[src/rtl/tm_lif_array.sv]
// Time-multiplexed leaky integrate-and-fire neuron array: one shared update
// datapath visits each neuron round-robin, one neuron per enabled cycle.
module tm_lif_array #(
    parameter int N_NEURONS      = 8,
    parameter int W              = 8,
    parameter int LEAK_SHIFT     = 1,
    parameter int REF_W          = 3,
    parameter int THRESH_DEFAULT = 127,
    parameter int IDX_W          = (N_NEURONS > 1) ? $clog2(N_NEURONS) : 1
) (
    input  logic                 clk,
    input  logic                 rst_n,
    input  logic                 en,
    input  logic [W-1:0]         current,
    output logic [IDX_W-1:0]     sel_idx,
    input  logic                 cfg_we,
    input  logic [IDX_W-1:0]     cfg_addr,
    input  logic [W-1:0]         cfg_thresh,
    input  logic [REF_W-1:0]     refrac_len,
    output logic [N_NEURONS-1:0] spike,
    output logic                 spike_valid,
    output logic [IDX_W-1:0]     spike_idx,
    output logic [W-1:0]         state_out,
    output logic                 frame_done
);

    localparam logic [IDX_W-1:0] LAST_IDX    = IDX_W'(N_NEURONS - 1);
    localparam logic [IDX_W:0]   N_EXT       = (IDX_W + 1)'(N_NEURONS);
    localparam logic [W-1:0]     THRESH_INIT = W'(THRESH_DEFAULT);

    logic [W-1:0]         mem_q    [N_NEURONS];
    logic [W-1:0]         thresh_q [N_NEURONS];
    logic [REF_W-1:0]     refrac_q [N_NEURONS];
    logic [IDX_W-1:0]     selIdx_q;
    logic [N_NEURONS-1:0] spike_q;
    logic                 spikeValid_q;
    logic [IDX_W-1:0]     spikeIdx_q;
    logic [W-1:0]         stateOut_q;
    logic                 frameDone_q;

    logic [W-1:0]         leaked;
    logic [W:0]           sum;
    logic [W-1:0]         integ;
    logic                 inRefrac;
    logic                 fire_d;
    logic [W-1:0]         mem_d;
    logic [REF_W-1:0]     refrac_d;
    logic                 lastNeuron;
    logic [IDX_W-1:0]     selIdx_d;
    logic                 cfgInRange;

    // Datapath for the neuron under service; the threshold is read from the
    // register array, so a same-edge config write is only seen next visit.
    always_comb begin
        leaked     = mem_q[selIdx_q] >> LEAK_SHIFT;
        sum        = {1'b0, leaked} + {1'b0, current};
        integ      = sum[W] ? '1 : sum[W-1:0];
        inRefrac   = (refrac_q[selIdx_q] != '0);
        fire_d     = !inRefrac && (integ >= thresh_q[selIdx_q]);
        mem_d      = (inRefrac || fire_d) ? '0 : integ;
        refrac_d   = '0;
        if (inRefrac) begin
            refrac_d = refrac_q[selIdx_q] - 1'b1;
        end else if (fire_d) begin
            refrac_d = refrac_len;
        end
        lastNeuron = (selIdx_q == LAST_IDX);
        selIdx_d   = lastNeuron ? '0 : selIdx_q + 1'b1;
        cfgInRange = ({1'b0, cfg_addr} < N_EXT);
    end

    always_ff @(posedge clk or negedge rst_n) begin
        if (!rst_n) begin
            for (int i = 0; i < N_NEURONS; i++) begin
                mem_q[i]    <= '0;
                refrac_q[i] <= '0;
            end
        end else if (en) begin
            mem_q[selIdx_q]    <= mem_d;
            refrac_q[selIdx_q] <= refrac_d;
        end
    end

    always_ff @(posedge clk or negedge rst_n) begin
        if (!rst_n) begin
            for (int i = 0; i < N_NEURONS; i++) begin
                thresh_q[i] <= THRESH_INIT;
            end
        end else if (cfg_we && cfgInRange) begin
            thresh_q[cfg_addr] <= cfg_thresh;
        end
    end

    // Scheduler and registered result outputs; strobes drop whenever idle.
    always_ff @(posedge clk or negedge rst_n) begin
        if (!rst_n) begin
            selIdx_q     <= '0;
            spike_q      <= '0;
            spikeValid_q <= 1'b0;
            spikeIdx_q   <= '0;
            stateOut_q   <= '0;
            frameDone_q  <= 1'b0;
        end else if (en) begin
            selIdx_q          <= selIdx_d;
            spike_q[selIdx_q] <= fire_d;
            spikeValid_q      <= fire_d;
            spikeIdx_q        <= selIdx_q;
            stateOut_q        <= mem_d;
            frameDone_q       <= lastNeuron;
        end else begin
            spikeValid_q <= 1'b0;
            frameDone_q  <= 1'b0;
        end
    end

    assign sel_idx     = selIdx_q;
    assign spike       = spike_q;
    assign spike_valid = spikeValid_q;
    assign spike_idx   = spikeIdx_q;
    assign state_out   = stateOut_q;
    assign frame_done  = frameDone_q;

endmodule
[config.mk]
export PLATFORM = sky130hd
export DESIGN_NAME = tm_lif_array
export DESIGN_NICKNAME = d
export VERILOG_FILES = /design/src/rtl/tm_lif_array.sv
export SDC_FILE = /design/constraint.sdc
export NUM_CORES = 1
export LEC_CHECK = 0
export CORE_UTILIZATION = 41
export DETAILED_ROUTE_END_ITERATION = 7
export SYNTH_ARGS = -nofsm -noshare
export SYNTH_HDL_FRONTEND = slang
export SYNTH_SLANG_ARGS = --single-unit
[constraint.sdc]
create_clock -name clk -period 4.9 [get_ports clk]
set_clock_uncertainty 0.15 [all_clocks]
set_input_delay 0.735 -clock clk [delete_from_list [all_inputs] [get_ports clk]]
set_output_delay 0.735 -clock clk [all_outputs]
set_load 0.01 [all_outputs]
==> impl_metrics.tcl <==
set metrics [dict create \
    status "finished clean" \
    cts_root_buffer "clkbuf_16" \
    end_kind "flip-flop" \
    p_seq_frac 0.313 \
    ys_top_cells_by_area "dfrtp_1 (35%), dfstp_2 (18%), mux2_2 (11%)" \
    rows 50 \
    finalSetupViolations 0 \
    maxCapViolCount 0 \
    grt_pass1_wl_um 30200 \
    areaGrowthSynthToFinish_pct 19.1 \
    fmax_mhz 214 \
    post-place-ws_ns 0.00656 \
    gp_congestion 0.855 \
    worstSkewPairLatency_ns 0.43 \
    cts_inserted_buffers 17 \
    ioPinCount 50 \
    viasPerCell 5.44 \
    synth_edf_count 0 \
    antenna_found_initial 0 \
    routed_wl_um 18200 \
    worstPathMaxFanout 9 \
    sw_frac_of_total 0.376 \
    final_cell_mix "dfrtp_1 (110), nand2_1 (105), mux2_2 (80)" \
    diodes 0 \
    cts_hold_buf 0 \
    globalRouteOverflowTotal 0 \
    start_util 0.425 \
    vias 5274 \
    power.density_nw_per_um2 722 \
    crit_slowest_cell "dfrtp_4" \
    final_area_um2 9590 \
    ir_drop_v 0.000308 \
    synth_ff_type "dfrtp_1" \
    synth_cell_types 48 \
    fin_ws_ns 0.235 \
    critPathKind "reg2reg" \
    grt_max_degree 91 \
    fp.dieArea_um2 20200 \
    maxSlewHeadroom 0.318 \
    antenna_left 0 \
    syn_inst 649 \
    die_h_um 142 \
    yosys.area.top_type_share 0.348 \
    pwr-share-clk 0.224 \
    power_switching_mw 2.61 \
    avgSynthCellArea_um2 12.4 \
    cp.arrival_ns 4.86 \
    layout_min_cycle_time_ns 4.67 \
    place_area_um2 8820 \
    hold_class "in2async" \
    detailedRoute.firstIterationViolations 380 \
    crit_top_cell "ha_1" \
    startpoint_type "flip-flop" \
    io_buffers 49 \
    async_flop_share 1.00 \
    numClockSinks 168 \
    finalHoldViolCount 0 \
    die_w_um 142 \
    hpwlAfterDp_um 12500 \
    synth-seq-area-share 0.531 \
    first_global_vias 5490 \
    worst_pin_slew_ns 1.02 \
    mostFrequentLayoutCell "dfrtp_1" \
    cp.required_ns 5.09 \
    ctsHtreeMaxLevel 4 \
    drv_slew 0 \
    routedWlPerCell_um 18.8 \
    drt-pass1-iter-count 4 \
    yosysTopAreaCell "dfrtp_1" \
    fin_crit_sh 0.952 \
    synth_nets 695 \
    crit_chain "buf_4, mux4_2, mux2_2, ha_1, nor2b_1, a221o_1, a211o_1, or2_2, ha_1, a21oi_1, o21a_1, o311a_4, a21bo_4, o21ai_0" \
    hold_ws_ns 0.216 \
    layout-drive-gt1-share 0.350 \
    netlist_area_um2 8050 \
    nets 742 \
    path_clk_slew_ns 0.07 \
    slowest_delay_ns 0.49 \
    yosysWarnings 0 \
    ys_seq_elements 168 \
    core_area_um2 19000 \
    clockBufferDepth 2 \
    path_delay_family "compound AO/OA/AOI/OAI gates" \
    leakagePower_nw 3.96 \
    track_usage 0.199 \
    cts_tree "done" \
    p_comb_frac 0.463 \
    intPower_mw 4.32 \
    drc 0 \
    cp_num_buf_inv 1 \
]
## cell families (layout without fill, tap and decap cells)
kind of cell / count (synthesis) / count (layout) / synth area share
multiplexers: 127 / 127 / 0.226
adder cells (fa/ha/maj): 20 / 20 / 0.0320
XOR/XNOR: 1 / 1 / 0.00109
AND/OR/NAND/NOR: 160 / 160 / 0.0918
buffers and inverters: 43 / 103 / 0.0225
flip-flops: 168 / 168 / 0.531
AO/OA/AOI/OAI: 130 / 130 / 0.0957
## layout make-up
type	count	area [µm²]
flip-flops and latches	168	4280
clock inverters	15	259
multi-input cells	438	3640
well taps	260	325
repair buffers	67	643
fillers	1618	9360
clock buffers	17	425
inverters	4	15.0
## cell usage after synthesis (all sizes together) (4+ instances only)
cell type    n
mux4        36
dfstp       56
ha          19
buf         13
nor2b        4
mux2        80
clkbuf      26
nor2        13
nand2b       8
dfrtp      112
o21ai      100
mux2i       11
nand2      107
o21a         5
a21oi        6
inv          4
nand4b       4
or2          4
nand3        8
## layer usage
layer  wire [µm]  GRT usage  vias to the layer above
li1            -          -                     2445
met3         649     0.0353                       24
met4         273     0.0730                        0
met2        8690      0.317                       97
met5           0          0                        -
met1        8590      0.273                     2708
## sequential cells by signal (all words and copies together) (netlist names)
name	count
state_out	8
mem_q	56
thresh_q	64
spike	8
spike_valid	1
spike_idx	3
refrac_q	24
frame_done	1
sel_idx	3
## metrics by stage
stage / std cells / total power [mW] / TNS [ns] / util
CTS: 966 / 6.86 / 0 / 0.502
finish: 969 / 6.92 / 0 / 0.506
detailed placement: 934 / 5.26 / 0 / 0.465
global route: 969 / 7.40 / -0.0112 / 0.506
global placement: 934 / 5.14 / 0 / 0.465
floorplan: 649 / 4.31 / 0 / -
## worst paths after layout
kind	slack, ns	cells after the start	start	endpoint
max reg2reg	0.23	14	sel_idx[0]	mem_q[12]
max	0.23	14	sel_idx[0]	mem_q[12]
max in group asynchronous	3.27	2	rst_n	thresh_q[25]
min reg2reg	0.33	2	mem_q[5]	mem_q[5]
min	0.22	1	rst_n	spike[6]
min in group clk	0.33	2	mem_q[5]	mem_q[5]
## power by group through the flow
stage	clock, mW	sequential [mW]	combinational (mW)
global route	1.64	2.23	3.54
global placement	0	2.16	2.98
floorplan	0	2.10	2.21
CTS	1.58	2.18	3.11
finish	1.55	2.17	3.21
detailed placement	0	2.19	3.07
## what timing repair did
| item | CTS | global route |
|---|---|---|
| gates resized for setup | 2 | 8 |
| gates cloned | 0 | 0 |
| setup buffers | 0 | 3 |
| setup endpoints to repair | 4 | 94 |
## worst register-to-register path, cell delays in order, from the launching register on
cell	delay, ns
dfrtp_4	0.49
buf_4	0.18
mux4_2	0.49
mux2_2	0.29
ha_1	0.36
nor2b_1	0.18
a221o_1	0.36
a211o_1	0.30
or2_2	0.29
ha_1	0.32
a21oi_1	0.17
o21a_1	0.21
o311a_4	0.31
a21bo_4	0.29
o21ai_0	0.18
Note: power is estimated with default switching activity, not from simulation.
